$ cat src/rtl/t01_ai_feature_extract_if.sv
// Signal bundle between the placement scorer, its candidate-board RAM and the best-move tracker.
// The master side drives start/candidate/RAM data; the slave side is the scorer itself.
interface t01_ai_feature_extract_if #(
  parameter int COLS = 10
);
  logic            start;
  logic [3:0]      blockX_i;
  logic [4:0]      block_type_i;
  logic            row_rd;
  logic [4:0]      row_addr;
  logic [COLS-1:0] row_data;
  logic            busy;
  logic            done;
  logic [7:0]      lines_cleared_o;
  logic [7:0]      heights_o;
  logic [7:0]      holes_o;
  logic [7:0]      bumpiness_o;
  logic [3:0]      blockX_o;
  logic [4:0]      block_type_o;

  modport master (
    output start, blockX_i, block_type_i, row_data,
    input  row_rd, row_addr, busy, done, lines_cleared_o, heights_o,
           holes_o, bumpiness_o, blockX_o, block_type_o
  );

  modport slave (
    input  start, blockX_i, block_type_i, row_data,
    output row_rd, row_addr, busy, done, lines_cleared_o, heights_o,
           holes_o, bumpiness_o, blockX_o, block_type_o
  );
endinterface

$ cat src/rtl/t01_ai_feature_extract.sv
// Scores one candidate board: scans the RAM top-down for column heights, holes and full
// lines, then walks adjacent columns for bumpiness and pulses done with the results.
module t01_ai_feature_extract #(
  parameter int ROWS = 20,
  parameter int COLS = 10
) (
  input  logic                    clk,
  input  logic                    rst,
  t01_ai_feature_extract_if.slave bus
);
  localparam logic [1:0] IDLE = 2'd0;
  localparam logic [1:0] SCAN = 2'd1;
  localparam logic [1:0] BUMP = 2'd2;

  logic [1:0]      state;
  logic [4:0]      rd_cnt;
  logic [4:0]      row_cnt;
  logic            data_valid;
  logic [COLS-1:0] seen;
  logic [4:0]      h [COLS];
  logic [3:0]      col;
  logic [7:0]      lines_acc;
  logic [7:0]      holes_acc;
  logic [7:0]      bump_acc;
  logic [7:0]      heights_q;
  logic [3:0]      blockx_q;
  logic [4:0]      type_q;

  logic [COLS-1:0] seen_next;
  logic [4:0]      h_next [COLS];
  logic [3:0]      hole_add;
  logic [7:0]      height_sum;
  logic [4:0]      h_a;
  logic [4:0]      h_b;
  logic [4:0]      diff;
  logic [7:0]      bump_sum;

  // Whole-row update: every column of the returned row is folded in during one cycle.
  // NOTE: every signal gets a default before the loops so no path leaves it unassigned,
  // which keeps this block purely combinational (no inferred latches).
  always_comb begin
    seen_next  = seen;
    h_next     = h;
    hole_add   = '0;
    height_sum = '0;
    for (int c = 0; c < COLS; c++) begin
      if (bus.row_data[c] && !seen[c]) begin
        seen_next[c] = 1'b1;
        h_next[c]    = 5'(ROWS) - row_cnt;
      end
      if (!bus.row_data[c] && seen[c]) hole_add = hole_add + 4'd1;
    end
    for (int c = 0; c < COLS; c++) height_sum = height_sum + {3'b000, h_next[c]};
    h_a      = h[col];
    h_b      = h[col + 4'd1];
    diff     = (h_a >= h_b) ? (h_a - h_b) : (h_b - h_a);
    bump_sum = bump_acc + {3'b000, diff};
  end

  // NOTE: all state is updated with non-blocking assignments so every register sees the
  // pre-edge values of the others, exactly like the hardware flops.
  always_ff @(posedge clk or posedge rst) begin
    if (rst) begin
      state               <= IDLE;
      rd_cnt              <= '0;
      row_cnt             <= '0;
      data_valid          <= 1'b0;
      seen                <= '0;
      // NOTE: h is ten 5-bit flops, not a RAM, so resetting it is cheap and keeps the
      // scorer deterministic; a real memory array would be left unreset.
      for (int c = 0; c < COLS; c++) h[c] <= '0;
      col                 <= '0;
      lines_acc           <= '0;
      holes_acc           <= '0;
      bump_acc            <= '0;
      heights_q           <= '0;
      blockx_q            <= '0;
      type_q              <= '0;
      bus.row_rd          <= 1'b0;
      bus.row_addr        <= '0;
      bus.busy            <= 1'b0;
      bus.done            <= 1'b0;
      bus.lines_cleared_o <= '0;
      bus.heights_o       <= '0;
      bus.holes_o         <= '0;
      bus.bumpiness_o     <= '0;
      bus.blockX_o        <= '0;
      bus.block_type_o    <= '0;
    end else begin
      bus.done <= 1'b0;
      case (state)
        IDLE: begin
          if (bus.start) begin
            blockx_q     <= bus.blockX_i;
            type_q       <= bus.block_type_i;
            lines_acc    <= '0;
            holes_acc    <= '0;
            bump_acc     <= '0;
            seen         <= '0;
            for (int c = 0; c < COLS; c++) h[c] <= '0;
            row_cnt      <= '0;
            data_valid   <= 1'b0;
            // Row 0 is requested on the start edge itself; rd_cnt tracks the next row.
            bus.row_rd   <= 1'b1;
            bus.row_addr <= '0;
            rd_cnt       <= 5'd1;
            bus.busy     <= 1'b1;
            state        <= SCAN;
          end
        end
        SCAN: begin
          if (rd_cnt < 5'(ROWS)) begin
            bus.row_rd   <= 1'b1;
            bus.row_addr <= rd_cnt;
            rd_cnt       <= rd_cnt + 5'd1;
          end else begin
            bus.row_rd   <= 1'b0;
            bus.row_addr <= '0;
          end
          data_valid <= bus.row_rd;
          if (data_valid) begin
            seen      <= seen_next;
            h         <= h_next;
            holes_acc <= holes_acc + {4'b0000, hole_add};
            if (bus.row_data == {COLS{1'b1}}) lines_acc <= lines_acc + 8'd1;
            row_cnt   <= row_cnt + 5'd1;
            if (row_cnt == 5'(ROWS - 1)) begin
              heights_q <= height_sum;
              col       <= '0;
              state     <= BUMP;
            end
          end
        end
        BUMP: begin
          if (col == 4'(COLS - 2)) begin
            bus.lines_cleared_o <= lines_acc;
            bus.heights_o       <= heights_q;
            bus.holes_o         <= holes_acc;
            bus.bumpiness_o     <= bump_sum;
            bus.blockX_o        <= blockx_q;
            bus.block_type_o    <= type_q;
            bus.done            <= 1'b1;
            bus.busy            <= 1'b0;
            state               <= IDLE;
          end else begin
            bump_acc <= bump_sum;
            col      <= col + 4'd1;
          end
        end
        default: state <= IDLE;
      endcase
    end
  end
endmodule

$ cat src/flat_wrapper.sv
// flat-port wrapper written by rule: the top's interface ports become plain ports
module t01_ai_feature_extract_flat 
#(
  parameter int ROWS = 20,
  parameter int COLS = 10
)
  (clk, rst, bus_start, bus_blockX_i, bus_block_type_i, bus_row_data, bus_row_rd, bus_row_addr, bus_busy, bus_done, bus_lines_cleared_o, bus_heights_o, bus_holes_o, bus_bumpiness_o, bus_blockX_o, bus_block_type_o);
  t01_ai_feature_extract_if #(.COLS(COLS)) bus_i ();
  input  logic clk;
  input  logic rst;
  input wire logic [$bits(bus_i.start)-1:0] bus_start;
  input wire logic [$bits(bus_i.blockX_i)-1:0] bus_blockX_i;
  input wire logic [$bits(bus_i.block_type_i)-1:0] bus_block_type_i;
  input wire logic [$bits(bus_i.row_data)-1:0] bus_row_data;
  output wire logic [$bits(bus_i.row_rd)-1:0] bus_row_rd;
  output wire logic [$bits(bus_i.row_addr)-1:0] bus_row_addr;
  output wire logic [$bits(bus_i.busy)-1:0] bus_busy;
  output wire logic [$bits(bus_i.done)-1:0] bus_done;
  output wire logic [$bits(bus_i.lines_cleared_o)-1:0] bus_lines_cleared_o;
  output wire logic [$bits(bus_i.heights_o)-1:0] bus_heights_o;
  output wire logic [$bits(bus_i.holes_o)-1:0] bus_holes_o;
  output wire logic [$bits(bus_i.bumpiness_o)-1:0] bus_bumpiness_o;
  output wire logic [$bits(bus_i.blockX_o)-1:0] bus_blockX_o;
  output wire logic [$bits(bus_i.block_type_o)-1:0] bus_block_type_o;
  assign bus_i.start = bus_start;
  assign bus_i.blockX_i = bus_blockX_i;
  assign bus_i.block_type_i = bus_block_type_i;
  assign bus_i.row_data = bus_row_data;
  assign bus_row_rd = bus_i.row_rd;
  assign bus_row_addr = bus_i.row_addr;
  assign bus_busy = bus_i.busy;
  assign bus_done = bus_i.done;
  assign bus_lines_cleared_o = bus_i.lines_cleared_o;
  assign bus_heights_o = bus_i.heights_o;
  assign bus_holes_o = bus_i.holes_o;
  assign bus_bumpiness_o = bus_i.bumpiness_o;
  assign bus_blockX_o = bus_i.blockX_o;
  assign bus_block_type_o = bus_i.block_type_o;
  t01_ai_feature_extract #(.ROWS(ROWS), .COLS(COLS)) u_core (.clk(clk), .rst(rst), .bus(bus_i));
endmodule
$ cat config.mk
export PLATFORM = sky130hd
export DESIGN_NAME = t01_ai_feature_extract_flat
export DESIGN_NICKNAME = d
export VERILOG_FILES = /design/src/rtl/t01_ai_feature_extract_if.sv /design/src/rtl/t01_ai_feature_extract.sv /design/src/flat_wrapper.sv
export SDC_FILE = /design/constraint.sdc
export NUM_CORES = 1
export LEC_CHECK = 0
export CAP_MARGIN = 25
export CORE_MARGIN = 8
export CORE_UTILIZATION = 50
export CTS_CLUSTER_DIAMETER = 80
export CTS_CLUSTER_SIZE = 24
export DETAILED_ROUTE_END_ITERATION = 10
export PLACE_DENSITY = 0.69
export SLEW_MARGIN = 20
export SYNTH_ARGS = -nofsm -noshare
export SYNTH_HDL_FRONTEND = slang
export SYNTH_SLANG_ARGS = --single-unit
$ cat constraint.sdc
create_clock -name clk -period 8.5 [get_ports clk]
set_input_delay 1.7 -clock clk [delete_from_list [all_inputs] [get_ports clk]]
set_output_delay 1.7 -clock clk [all_outputs]
set_load 0.02 [all_outputs]
; Word-level counts from Yosys, hierarchy flattened
; Cells that the tools add are included.
; W data, S select, Z words.
[op_classes]
div = 0
add_sub_neg = 27
n_bitwise = 2
n_mul = 0
shifts = 0
n_lt_le_gt_ge = 4
reduce_logical = 65
n_eq_ne = 22
n_mux = 77
[ops]
columns = operator, count
row1 = $mux W5, 20
row2 = $mux W50, 2
row3 = $pmux W50 S2, 1
row4 = $add A8 B5 Y8, 9
row5 = $reduce_and A4 Y1, 13
row6 = $mux W4, 12
row7 = $pmux W8 S2, 3
row8 = $bmux W5 S4, 2
row9 = $mux W8, 5
row10 = $add A4 B1 Y4 const B, 9
row11 = $ne A2 B1 Y1 const B, 15
row12 = $pmux W5 S2, 3
row13 = $logic_and A1 B1 Y1, 20
row14 = $logic_not A1 Y1, 20
row15 = $mux W10, 2
row16 = $pmux W10 S2, 1
row17 = $mux W1, 17
row18 = $reduce_and A3 Y1, 5
row19 = $add A5 B1 Y5 const B, 2
row20 = $eq A10 B10 Y1 const B, 1
row21 = $ge A5 B5 Y1 const B, 2
row22 = $not A4 Y5, 2
row23 = $sub A5 B5 Y5, 2
row24 = $add A8 B1 Y8 const B, 1
row25 = 18 further kinds, 28
[totals]
mem_bits_rw = 0
memories = 0
in_bits = 22
reg_bits = 167
word_cells = 238
mem_bits_ro = 0
output_inout_bits = 49
latchBits = 0

; Logic depth before layout (Yosys ltp)
[logic_depth]
ltp_word = 24
depth_mapped = 29
depth_no_buf = 29

; Worst setup path before layout
; OpenSTA, ideal clock, no wires.
[synth_timing]
path_kind = input to register
startpoint = input port bus_row_data[0]
endpoint = register u_core.holes_acc[7]
slack_ns = 1.740
required_ns = 8.368
arrival_ns = 6.628
stages = 28
path_cell_list = nand2b_1 ha_1 xnor2_1 ha_1 or2b_1 nand2_1 xnor2_1 o21ai_0 ha_1 xnor2_1 o22ai_1 o31a_1 o22ai_1 nor2_1 ha_1 xnor2_1 nand3_1 o211a_1 ha_1 mux2_2 ha_1 a21o_1 a21oi_1 o21ai_0 and3_1 nand3_1 xor2_1 nor2_1
[synth_via]
elab_chain_cells = 24
[synth_lines]
columns = item, line_no
row1 = "start, declared", flat_wrapper.sv:14  ; input wire logic [$bits(bus_i.row_data)-1:0] bus_row_data;
row2 = $logic_not A1 Y1 (*), t01_ai_feature_extract.sv:51  ; if (!bus.row_data[c] && seen[c]) hole_add = hole_add + 4'd1;
row3 = $logic_and A1 B1 Y1 (*), t01_ai_feature_extract.sv:51
row4 = $mux W1 (*), t01_ai_feature_extract.sv:51
row5 = $add A1 B1 Y2, t01_ai_feature_extract.sv:51
row6 = $mux W4 (*), t01_ai_feature_extract.sv:51
row7 = $add A4 B1 Y4, t01_ai_feature_extract.sv:51
row8 = $mux W4 (*), t01_ai_feature_extract.sv:51
row9 = $add A4 B1 Y4, t01_ai_feature_extract.sv:51
row10 = (+8 left out), n/a
row11 = $mux W4 (*), t01_ai_feature_extract.sv:51
row12 = $add A4 B1 Y4, t01_ai_feature_extract.sv:51
row13 = $mux W4 (*), t01_ai_feature_extract.sv:51
row14 = $add A4 B1 Y4, t01_ai_feature_extract.sv:51
row15 = $mux W4 (*), t01_ai_feature_extract.sv:51
row16 = $add A8 B4 Y8 (*), t01_ai_feature_extract.sv:124  ; holes_acc <= holes_acc + {4'b0000, hole_add};
row17 = $mux W8 (*), t01_ai_feature_extract.sv:121  ; if (data_valid) begin
row18 = $pmux W8 S2 (*), t01_ai_feature_extract.sv:91  ; case (state)
row19 = "end signal, assigned", t01_ai_feature_extract.sv:124
row20 = "end, declared", t01_ai_feature_extract.sv:23  ; logic [7:0] holes_acc;
; Every way passes the cells marked *; elsewhere a longest branch is shown, timed or not. The select of a mux whose other input is x is not followed.
; A chain may end at the register's enable or synchronous reset.

; Final worst setup path
; Same ends and word-level chain as after synthesis.

==> flow_metrics.tcl <==
set metrics [dict create \
    synthesis.area_sq_um 10520 \
    clock_path_buffers 2 \
    hpwl_um 17020 \
    antenna_left 0 \
    start_kind "input pin" \
    synthArstFlopShare 1.000 \
    dieWidth_um 161.1 \
    numCtsBuffers 17 \
    drcViolationCount 0 \
    grt_pass1_vias 7684 \
    start_util 0.5053 \
    area_growth_pct 15.29 \
    yosysUniqueCellTypes 60 \
    dieArea_sq_um 25940 \
    dp_cells 1332 \
    clkTransAtPathRegs_ns 0.08 \
    yosys_warnings 0 \
    yosys.area_share.simple 0.1240 \
    hold_path.class "flip-flop to flip-flop" \
    finalSetupViolCount 0 \
    hold_viol_final 0 \
    period_minus_slack_ns 7.267 \
    ioPinCount 71 \
    setup_tns_ns 0 \
    avgViaCountPerCell 5.612 \
    path_class "input pin to flip-flop" \
    floorplan.rows 53 \
    worstPathArrival_ns 7.57 \
    synth.avg_cell_area_sq_um 10.23 \
    ys_ff_latch 167 \
    crit_slowest_cell "clkdlybuf4s50_1" \
    grt_first_pass_wirelength_um 40060 \
    fin_crit_sh 0.8550 \
    cts_hold_buf 0 \
    track_usage 0.1919 \
    synth_mux_area_frac 0.1171 \
    synth_flop_cell "dfrtp_1" \
    htree_levels 4 \
    crit_top_cell "ha_1" \
    finish.utilization 0.5826 \
    fillCellCount 1786 \
    grt_max_degree 92 \
    instances_no_fill 1365 \
    tightest_slew_ns 1.008 \
    fin_ws_ns 1.233 \
    drive_above_1_share 0.1211 \
    die_y_um 161.1 \
    tritoncts "yes" \
    port_buffers 70 \
    rsz0062_at_grt "no" \
    drt-wirelength-per-cell_um 17.70 \
    synth_compound_area_frac 0.1310 \
    vias 7661 \
    antenna_found_initial 0 \
    path_max_fanout 6 \
    postCtsSetupRepairBufs 0 \
    status "completed" \
    slew_viol_final 0 \
    max_freq_mhz 137.6 \
    syn_nets 1136 \
    dpl_worst_slack_ns 0.8161 \
    clkSinkCount 167 \
    routed_wl_um 24160 \
    cap_viol_max_count 0 \
    synth_xor_area_frac 0.05707 \
    design.core.area_sq_um 20820 \
    syn_inst 1029 \
    clk_latency_ns 0.44 \
    ctsResizeCount 0 \
    worstSetupEndpointType "flip-flop" \
    place.gp.congestion 0.8382 \
    drt_iter0_markers 423 \
    skew_ns 0.01265 \
    synth_fa_ha_area_frac 0.1300 \
    synth_top_family_by_area "compound AO/OA/AOI/OAI gates" \
    synth_edf_count 0 \
    diodes 0 \
    cts-root-buf "clkbuf_16" \
    required_ns 8.81 \
    ys_seq_area_frac 0.3971 \
    drt_first_pass_iters 4 \
    final_nets 1184 \
    timing.slew.headroom 0.3232 \
    worst_path_largest_cell_delay_ns 0.46 \
    grt-ovfl-total 0 \
]
## synthesized netlist by cell type (5+ instances only)
master	count	area share
a21o_1	11	0.0078
a21oi_1	36	0.017
a22o_1	41	0.034
and2_1	6	0.0036
and3_1	5	0.0030
buf_1	5	0.0018
clkbuf_1	45	0.016
dfrtp_1	167	0.40
fa_1	39	0.074
ha_1	46	0.055
inv_1	71	0.025
mux2_2	57	0.061
mux2i_1	14	0.013
mux4_2	20	0.043
nand2_1	133	0.047
nand2b_1	21	0.012
nand3_1	26	0.012
nand4_1	7	0.0042
nor2_1	50	0.018
nor2b_1	13	0.0077
nor3_1	5	0.0024
o21ai_0	91	0.043
xnor2_1	34	0.028
xor2_1	25	0.021
## logic make-up after synthesis
| logic type | after synthesis |
|---|---|
| simple gates | 283 |
| compound gates | 217 |
| flops | 167 |
| buf+inv | 122 |
| mux | 91 |
| fa+ha+maj | 86 |
| xor+xnor | 63 |
## final cells by class
cell class / count / area [sq um] / area share
Multi-Input combinational cell: 740 / 5899 / 0.4863
Tap cell: 275 / 344.1 / 0.02836
Timing Repair Buffer: 80 / 815.8 / 0.06724
Clock buffer: 17 / 425.4 / 0.03507
Clock inverter: 15 / 196.4 / 0.01619
Inverter: 71 / 271.5 / 0.02238
Sequential cell: 167 / 4179 / 0.3445
## worst paths after layout
path                                         from                       endpoint  slack [ns]  depth (start not counted)
worst min-delay path             u_core.type_q[3]               u_core.type_q[3]        0.48                          2
worst max-delay path              bus_row_data[0]            u_core.holes_acc[7]        1.23                         29
max in group asynchronous                     rst            u_core.holes_acc[2]        5.42                          4
worst max register to register  u_core.row_cnt[0]            u_core.heights_q[7]        2.28                         20
worst min register to register   u_core.type_q[3]               u_core.type_q[3]        0.48                          2
min in group asynchronous                     rst  u_core.bus.lines_cleared_o[4]        1.81                          2
## layer usage
layer | part of all wire | routed length, um | track usage
met1 | 0.45 | 10990 | 0.2553
met2 | 0.48 | 11490 | 0.3086
met3 | 0.053 | 1289 | 0.04072
met4 | 0.016 | 395 | 0.06229
met5 | 0 | 0 | 0
## worst max-delay path, delay by kind of cell
kind,cells,cell delay (ns)
multiplexers,1,0.28
AO/OA/AOI/OAI,8,1.33
buffers and inverters,1,0.46
adder cells (fa/ha/maj),6,1.86
XOR/XNOR,5,0.78
AND/OR/NAND/NOR,8,1.16
## cells in the final DEF (no fill, tap or decap), types with 5 or more instances in the layout
cell type        netlist  final
nand4_1                7      7
dfrtp_1              167    167
and2_1                 6      6
clkinv_8               0      5
a21o_1                11     11
a21oi_1               36     36
and3_1                 5      5
a22o_1                41     41
nand2b_1              21     21
inv_1                 71     70
nor2_1                50     48
inv_6                  0      6
o21ai_0               91     91
mux2i_1               14     14
xnor2_1               34     34
nor3_1                 5      5
clkdlybuf4s50_1        0     70
nand3_1               26     26
mux4_2                20     20
nor2b_1               13     13
xor2_1                25     25
mux2_2                57     57
clkbuf_16              0     17
nand2_1              133    133
ha_1                  46     46
fa_1                  39     39
buf_4                  0      7
## sequential cells by signal, indices dropped and copies added (netlist names), 8 cells and up
register and cells:
u_core.bus.bumpiness_o 8, u_core.h 50, u_core.bump_acc 8, u_core.bus.heights_o 8, u_core.heights_q 8, u_core.holes_acc 8
u_core.bus.lines_cleared_o 8, u_core.seen 10, u_core.bus.holes_o 8, u_core.lines_acc 8
## through the flow
| step | area, sq um | hold WS (ns) |
|---|---|---|
| detailed placement | 11490 | 0.4601 |
| global placement | 11450 | 0.4540 |
| floorplan | 10520 | 0.4401 |
| finish | 12130 | 0.4764 |
| global route | 12130 | 0.4990 |
| CTS | 12110 | 0.4792 |
Power is left out: the tool's default activity adds up to more than one toggle a clock period on the data nets, which glitch-free logic cannot reach.
